File: src/rtl/mem_bus_arbiter.sv
// Two-port arbiter sharing one req/addr_ok/data_ok memory bus between fetch and load/store.
// Data has priority; a starvation counter forces an instruction grant after STARVE_LIMIT data wins.
module mem_bus_arbiter #(
  parameter int STARVE_LIMIT = 4
) (
  input  logic        clk,
  input  logic        rst,

  input  logic        inst_req,
  input  logic [31:0] inst_addr,
  output logic        inst_addr_ok,
  output logic        inst_data_ok,
  output logic [31:0] inst_rdata,

  input  logic        data_req,
  input  logic        data_wr,
  input  logic [3:0]  data_wstrb,
  input  logic [31:0] data_addr,
  input  logic [31:0] data_wdata,
  output logic        data_addr_ok,
  output logic        data_data_ok,
  output logic [31:0] data_rdata,

  output logic        bus_req,
  output logic        bus_wr,
  output logic [3:0]  bus_wstrb,
  output logic [31:0] bus_addr,
  output logic [31:0] bus_wdata,
  input  logic        bus_addr_ok,
  input  logic        bus_data_ok,
  input  logic [31:0] bus_rdata,

  output logic        busy
);

  localparam logic [3:0] LIMIT = 4'(STARVE_LIMIT);

  typedef enum logic [1:0] {
    IDLE = 2'd0,
    ADDR = 2'd1,
    DATA = 2'd2
  } state_t;

  state_t      state_reg;
  logic        owner_reg;        // 1 = data port, 0 = instruction port
  logic [3:0]  starve_cnt_reg;
  logic        bus_req_reg;
  logic        bus_wr_reg;
  logic [3:0]  bus_wstrb_reg;
  logic [31:0] bus_addr_reg;
  logic [31:0] bus_wdata_reg;

  logic        starve_hit;
  logic        grant_data;
  logic        grant_inst;

  always_comb begin
    starve_hit = inst_req && (starve_cnt_reg == LIMIT);
    grant_data = (state_reg == IDLE) && data_req && !starve_hit;
    grant_inst = (state_reg == IDLE) && inst_req && !grant_data;
  end

  // Handshake fan-out: index 0 = instruction port, index 1 = data port.
  logic [1:0] addr_ok_vec;
  logic [1:0] data_ok_vec;

  generate
    for (genvar gi = 0; gi < 2; gi++) begin : g_port
      assign addr_ok_vec[gi] = (state_reg == ADDR) && (owner_reg == 1'(gi)) && bus_addr_ok;
      assign data_ok_vec[gi] = (state_reg == DATA) && (owner_reg == 1'(gi)) && bus_data_ok;
    end
  endgenerate

  assign inst_addr_ok = addr_ok_vec[0];
  assign data_addr_ok = addr_ok_vec[1];
  assign inst_data_ok = data_ok_vec[0];
  assign data_data_ok = data_ok_vec[1];

  assign inst_rdata = bus_rdata;
  assign data_rdata = bus_rdata;

  assign bus_req   = bus_req_reg;
  assign bus_wr    = bus_wr_reg;
  assign bus_wstrb = bus_wstrb_reg;
  assign bus_addr  = bus_addr_reg;
  assign bus_wdata = bus_wdata_reg;
  assign busy      = (state_reg != IDLE);

  always_ff @(posedge clk or negedge rst) begin
    if (!rst) begin
      state_reg      <= IDLE;
      owner_reg      <= 1'b0;
      starve_cnt_reg <= 4'd0;
      bus_req_reg    <= 1'b0;
      bus_wr_reg     <= 1'b0;
      bus_wstrb_reg  <= 4'd0;
      bus_addr_reg   <= 32'd0;
      bus_wdata_reg  <= 32'd0;
    end else begin
      case (state_reg)
        IDLE: begin
          if (grant_data) begin
            owner_reg     <= 1'b1;
            bus_req_reg   <= 1'b1;
            bus_wr_reg    <= data_wr;
            bus_wstrb_reg <= data_wstrb;
            bus_addr_reg  <= data_addr;
            bus_wdata_reg <= data_wdata;
            state_reg     <= ADDR;
            // Only count data wins that actually made fetch wait.
            if (!inst_req)
              starve_cnt_reg <= 4'd0;
            else if (starve_cnt_reg != LIMIT)
              starve_cnt_reg <= starve_cnt_reg + 4'd1;
          end else if (grant_inst) begin
            owner_reg      <= 1'b0;
            bus_req_reg    <= 1'b1;
            bus_wr_reg     <= 1'b0;
            bus_wstrb_reg  <= 4'd0;
            bus_addr_reg   <= inst_addr;
            bus_wdata_reg  <= 32'd0;
            state_reg      <= ADDR;
            starve_cnt_reg <= 4'd0;
          end else begin
            starve_cnt_reg <= 4'd0;
          end
        end
        ADDR: begin
          if (bus_addr_ok) begin
            bus_req_reg <= 1'b0;
            state_reg   <= DATA;
          end
        end
        DATA: begin
          if (bus_data_ok)
            state_reg <= IDLE;
        end
        default: begin
          state_reg   <= IDLE;
          bus_req_reg <= 1'b0;
        end
      endcase
    end
  end

endmodule

File: config.mk
export PLATFORM = sky130hd
export DESIGN_NAME = mem_bus_arbiter
export DESIGN_NICKNAME = d
export VERILOG_FILES = /design/src/rtl/mem_bus_arbiter.sv
export SDC_FILE = /design/constraint.sdc
export NUM_CORES = 1
export LEC_CHECK = 0
export ABC_AREA = 1
export ABC_CLOCK_PERIOD_IN_PS = 2120
export CAP_MARGIN = 15
export CORE_AREA = 2 2 108 110
export CTS_CLUSTER_DIAMETER = 50
export DETAILED_ROUTE_END_ITERATION = 8
export DIE_AREA = 0 0 110 112
export GPL_TIMING_DRIVEN = 0
export HOLD_SLACK_MARGIN = 0.1
export PLACE_DENSITY = 0.79
export SLEW_MARGIN = 10
export SYNTH_ARGS = -nofsm -noshare
export SYNTH_HDL_FRONTEND = slang
export SYNTH_SLANG_ARGS = --single-unit
File: constraint.sdc
create_clock -name clk -period 2.12 [get_ports clk]
set_clock_uncertainty 0.1 [all_clocks]
set_input_delay 0.212 -clock clk [delete_from_list [all_inputs] [get_ports clk]]
set_output_delay 0.212 -clock clk [all_outputs]
set_load 0.01 [all_outputs]
==> results.cfg, run 1 <==
[route]
antenna_left = 0
drt-vias-per-instance = 4.46
vias = 4142
totalWireLength_mm = 12.9
routedWlPerCell_um = 13.8
drcViolationCount = 0
drtIter0Drc = 250
first_pass_iters = 4

[layout]
layout-drive-gt1-share = 0.141
fin_nets = 922
diodes = 0
seq_area_mm2 = 0.00193
fillCellCount = 959
area_growth_syn_to_layout_pct = 74.3
multiInputGateArea_mm2 = 0.00132
fin_area_mm2 = 0.00702

[setup_path]
r2r_start = starve_cnt_reg[0]
crit_fanout = 4
crit_arrival_ns = 1.67
cp.depth = 5
crit_required_ns = 1.81
regToRegSetupSlack_ns = 0.33
worstSetupStartpoint = state_reg[0]
cpMostUsedCell = nor2_1
criticalPathCategory = flip-flop to primary output
worstRegToRegCells = 6
setup.worst_path.end = inst_addr_ok
path_buf_inv = 2
r2r-end = bus_addr[11]
slowest_delay_ns = 0.56
critPathSlowestCell = clkdlybuf4s50_1
end_kind = primary output
path_cells = inv_1 -> nor2_1 -> nand2_1 -> nor2_1 -> clkdlybuf4s50_1
cp-start-kind = flip-flop
critPathTopFamily = buffers and inverters

[yosys]
synth_top_family_by_area = simple AND/OR/NAND/NOR gates
synth_xor_area_frac = 0.00218
ys_seq_area_frac = 0.479
synthesis.area_mm2 = 0.00403
synth-adder-area-share = 0.00622
synth_top_area_share = 0.479
yosysTopAreaCell = dfrtp_1
synth-compound-area-share = 0.00777
synth_mux_area_frac = 0
syn_nets = 664
synth_cell_type_count = 23
ys_warn_count = 0
synthCells = 523
ys_ff_latch = 77
synth_area_leaders = dfrtp_1, nand2_1, buf_4
synth_simple_gate_area_frac = 0.313
avgSynthCellArea_um2 = 7.70

[timing]
tns_ns = 0
finalHoldViolCount = 0
rsz0062_at_grt = false
layout_worst_path_cycle_share = 0.935
slew_viol_final = 0
tightest_slew_ns = 0.469
slew_headroom = 0.687
clock.fmax_ghz = 0.505
setup_violations = 0
fin_crit_ns = 1.98

[clocking]
cts_max_path_buffers = 2
cts_tree = done
post_cts_buffers = 0
root_buffer = clkbuf_16
clkTransAtPathRegs_ns = 0.06
clock_latency_ns = 0.33
h-tree-depth = 3
numCtsBuffers = 9
cts.sinks = 77

[global_routing]
grt_max_degree = 48
grt_pass1_vias = 4293
grt_pass1_wl_mm = 20.5
grt_usage = 0.213
grt-ovfl-total = 0
antenna_found_initial = 0

[pwr]
p_leak_nw = 3.50
p_per_area_mw_per_mm2 = 1150
irDropWorstVdd_uv = 535

[die]
io_pins = 278
fp.dieW_um = 110
start_util = 0.360
row_count = 39
die_area_mm2 = 0.0123
core_mm2 = 0.0112
die_h_um = 112

[placement]
place_hpwl_mm = 10.2
dpl_cell_area_mm2 = 0.00667
port_buffers = 244
place_congestion = 0.797

[run]
cap_violations = 0

[hold_path]
hp-class = input pin to async pin

[outcome]
outcome = completed
==> cell families after synthesis <==
group,count (synthesis)
XOR/XNOR,1
buffers and inverters,132
adder cells (fa/ha/maj),2
flip-flops,77
AO/OA/AOI/OAI,5
AND/OR/NAND/NOR,306
==> worst min-delay path by stage <==
stage / from / cells after the start / slack (ns) / endpoint
after global routing: rst / 2 / 0.31 / bus_wdata[15]
final: rst / 2 / 0.28 / bus_wdata[16]
after detailed placement: rst / 1 / 0.08 / bus_wdata[17]
after floorplan: rst / 0 / -0.18 / bus_addr[0]
after CTS: rst / 2 / 0.27 / bus_addr[28]
after global placement: bus_wstrb[1] / 2 / 0.36 / bus_wstrb[1]
==> worst reg2reg max path: stages (launching register included) <==
cell     delay, ns
dfrtp_1       0.41
inv_1         0.08
ha_1          0.22
nand4_2       0.18
buf_1         0.40
nand3_1       0.21
nand3_1       0.13
==> per-layer routing <==
layer  share of wire  track usage
met5               0            0
met4           0.015       0.0751
met3           0.076       0.0533
met2            0.53        0.385
met1            0.38        0.239
==> cells in the final DEF (no fill, tap or decap) <==
master / n
dfrtp_2: 1
nor2_2: 1
buf_16: 1
clkbuf_16: 9
nor3_1: 2
dlygate4sd3_1: 2
clkbuf_1: 2
ha_1: 2
buf_6: 1
inv_2: 1
clkinvlp_4: 2
a22oi_1: 1
nand4_1: 1
inv_1: 42
buf_1: 1
nand4_2: 1
buf_2: 18
dlymetal6s2s_1: 3
o21ai_2: 1
bufinv_16: 2
clkinv_2: 3
nand2_1: 195
dfrtp_1: 76
nand2_2: 1
xor2_1: 1
nor2_1: 37
clkbuf_2: 1
nand3_1: 67
buf_4: 67
o21ai_0: 3
nor2_4: 1
clkdlybuf4s50_1: 240
==> stage by stage <==
| step | power [mW] | hold WS [ns] | worst slack, ns | util | instances |
|---|---|---|---|---|---|
| 6_report | 8.04 | 0.276 | 0.138 | 0.628 | 929 |
| 3_3_place_gp | 6.33 | 0.363 | -1.89 | 0.595 | 910 |
| 5_1_grt | 8.62 | 0.308 | 0.0215 | 0.628 | 929 |
| 3_5_place_dp | 6.47 | 0.0841 | 0.254 | 0.597 | 911 |
| 4_1_cts | 8.15 | 0.266 | 0.0520 | 0.627 | 929 |
| 2_1_floorplan | 4.31 | -0.184 | 0.678 | - | 523 |
==> final cells by class <==
class,instances,share of cell area
well taps,143,0.0255
multi-input cells,314,0.189
clock inverters,7,0.0128
clock buffers,9,0.0321
flip-flops and latches,77,0.275
repair buffers,247,0.356
plain buffers,89,0.0874
inverters,43,0.0230
==> power breakdown <==
group / internal, mW / switching [mW]
clock network: 1.02 / 0.592
logic: 2.01 / 1.88
registers: 2.14 / 0.393
total: 5.17 / 2.87
==> cells in the mapped netlist <==
master    count
a22oi_1       1
buf_1         1
buf_2        18
buf_4        66
buf_6         1
clkbuf_1      2
clkbuf_2      1
dfrtp_1      77
ha_1          2
inv_1        42
inv_2         1
nand2_1     195
nand2_2       1
nand3_1      67
nand4_1       1
nand4_2       1
nor2_1       37
nor2_2        1
nor2_4        1
nor3_1        2
o21ai_0       3
o21ai_2       1
xor2_1        1
==> timing repair <==
action | 4_1_cts | 5_1_grt
hold endpoints to repair | 39 | 0
setup endpoints to repair | 0 | 4
hold buffers | 2 | 0
resized for setup | 0 | 4
No activity file was read; power rests on OpenSTA's default activity.
==> inputs of run 2 (changes only) <==
ABC_AREA = 0   (was 1)
CORE_AREA = 2 2 109 111   (was 2 2 108 110)
DIE_AREA = 0 0 111 113   (was 0 0 110 112)
SETUP_SLACK_MARGIN = 0.2   (was not set)
==> results.cfg, run 2 <==
[yosys]
synthFlopType = dfrtp_1
synth_cell_type_count = 25
ys_seq_area_frac = 0.469
synth_area_leaders = dfrtp_1, mux2_2, buf_4
synthCells = 336
avgSynthCellArea_um2 = 12.2
ys_async_sr_fraction = 1.00
synthesis.area_mm2 = 0.00411
synth_top_area_share = 0.469
ys_warn_count = 0
yosysTopAreaCell = dfrtp_1
ys_ff_latch = 77
yosys-top-cells-count = dfrtp_1, buf_4, mux2_2, nor2b_1, mux2_1
syn_nets = 477
synth_most_common_cell = dfrtp_1
synth-edff-count = 0

[global_routing]
grt_pass1_wl_mm = 19.7
grt_usage = 0.198
grt_max_degree = 45
grt_pass1_vias = 3756
grt-ovfl-total = 0
antenna_found_initial = 0

[timing]
tightest_slew_ns = 0.483
finalHoldViolCount = 0
rsz0062_at_grt = true
slew_headroom = 0.678
slew_viol_final = 0
clock.fmax_ghz = 0.517
layout_worst_path_cycle_share = 0.912
setup_violations = 0
layout_setup_ws_ns = 0.186
fin_crit_ns = 1.93

[clocking]
cts.sinks = 77
cts_tree = done
numCtsBuffers = 9
clock_latency_ns = 0.33
root_buffer = clkbuf_16
clkTransAtPathRegs_ns = 0.06
cts_max_path_buffers = 2
h-tree-depth = 3

[route]
drt-vias-per-instance = 4.63
drtIter0Drc = 112
drcViolationCount = 0
routedWlPerCell_um = 17.5
antenna_left = 0
first_pass_iters = 4
vias = 3524
totalWireLength_mm = 13.3

[die]
io_pins = 278
start_util = 0.365
fp.dieW_um = 111
die_h_um = 113
core_mm2 = 0.0113
die_area_mm2 = 0.0125
row_count = 39

[hold_path]
hp-class = input pin to async pin

[setup_path]
critPathSlowestCell = dfrtp_1
crit_fanout = 8
slowest_delay_ns = 0.41
crit_arrival_ns = 2.04
cp.depth = 7
path_buf_inv = 3
cp-start-kind = flip-flop
path_cells = inv_2 -> ha_4 -> nand3b_1 -> o211ai_4 -> buf_12 -> clkbuf_16 -> mux2_2
worstRegToRegCells = 7
end_kind = flip-flop
crit_required_ns = 2.23
critPathTopFamily = buffers and inverters
criticalPathCategory = flip-flop to flip-flop

[layout]
area_growth_syn_to_layout_pct = 87.6
diodes = 0
layout-drive-gt1-share = 0.330
stdcell_count = 761
final_common_cell = clkdlybuf4s50_1
fin_nets = 754
mostFrequentLayoutCells = clkdlybuf4s50_1, dfrtp_1, buf_4

[run]
cap_violations = 0

[pwr]
p_per_area_mw_per_mm2 = 1200
total_power_mw = 9.27
p_leak_nw = 3.52
irDropWorstVdd_uv = 698

[placement]
port_buffers = 245
post-place-cells = 725
place_congestion = 0.795
post-place-ws_ns = -0.264
place_hpwl_mm = 9.73

[outcome]
outcome = completed
[run 2: cell types whose count changed after synthesis, sizes merged, moves of 2 or more]
cell / previous run / this run
nand2: 196 / 7
mux2: 0 / 101
nand3: 67 / 2
nor2b: 0 / 37
inv: 43 / 7
nor2: 39 / 3
buf: 86 / 79
clkbuf: 3 / 0
nand2b: 0 / 2
nand3b: 0 / 2
o22ai: 0 / 2
[run 2: worst paths after layout]
path	end	start	slack, ns
max in group asynchronous	state_reg[1]	rst	1.04
min in group clk	bus_wdata[8]	data_wdata[8]	0.38
worst min register to register	bus_req	bus_req	0.38
worst min-delay path	bus_addr[14]	rst	0.28
worst max register to register	bus_addr[0]	starve_cnt_reg[1]	0.19
worst max-delay path	bus_addr[0]	starve_cnt_reg[1]	0.19
[run 2: kinds of logic after synthesis]
family | count (synthesis) | synth area share
AO/OA/AOI/OAI | 11 | 0.0177
multiplexers | 101 | 0.277
AND/OR/NAND/NOR | 59 | 0.0876
adder cells (fa/ha/maj) | 2 | 0.00609
flip-flops | 77 | 0.469
buffers and inverters | 86 | 0.143
[run 2: area by class of cell]
| class | count | area [um^2] |
|---|---|---|
| Clock buffer | 15 | 268 |
| Fill cell | 853 | 3560 |
| Tap cell | 143 | 179 |
| Clock inverter | 1 | 5.00 |
| Multi-Input combinational cell | 173 | 1820 |
| Inverter | 7 | 26.3 |
| Buffer | 79 | 703 |
| Timing Repair Buffer | 266 | 2790 |
| Sequential cell | 77 | 1930 |
[run 2: routing by layer]
layer | share of wire | vias up | GRT usage
li1 | - | 1629 | -
met1 | 0.37 | 1702 | 0.213
met5 | 0 | - | 0
met2 | 0.53 | 173 | 0.363
met3 | 0.081 | 20 | 0.0648
met4 | 0.022 | 0 | 0.0750
[run 2: per-stage QoR]
stage	utilization	area (um^2)	hold slack [ns]	TNS, ns
2_1_floorplan	-	4110	-0.184	0
3_3_place_gp	0.598	6740	0.370	-172.20
3_5_place_dp	0.600	6770	0.106	-11.44
4_1_cts	0.636	7170	0.294	0
5_1_grt	0.684	7710	0.330	0
6_report	0.684	7710	0.277	0
[run 2: power breakdown]
| part | leakage, nW | internal [mW] | total [mW] | switching, mW |
|---|---|---|---|---|
| clock network | 0.134 | 0.858 | 1.43 | 0.574 |
| logic | 2.44 | 3.49 | 5.33 | 1.85 |
| registers | 0.947 | 2.14 | 2.51 | 0.366 |
| total | 3.52 | 6.49 | 9.27 | 2.79 |
[run 2: repair_timing]
item	CTS	global route
resized for setup	26	83
endpoints found under the hold margin	33	0
gates cloned	0	8
setup endpoints to repair	75	70
hold buffers	1	0
pin swaps	3	3
setup buffers	7	4
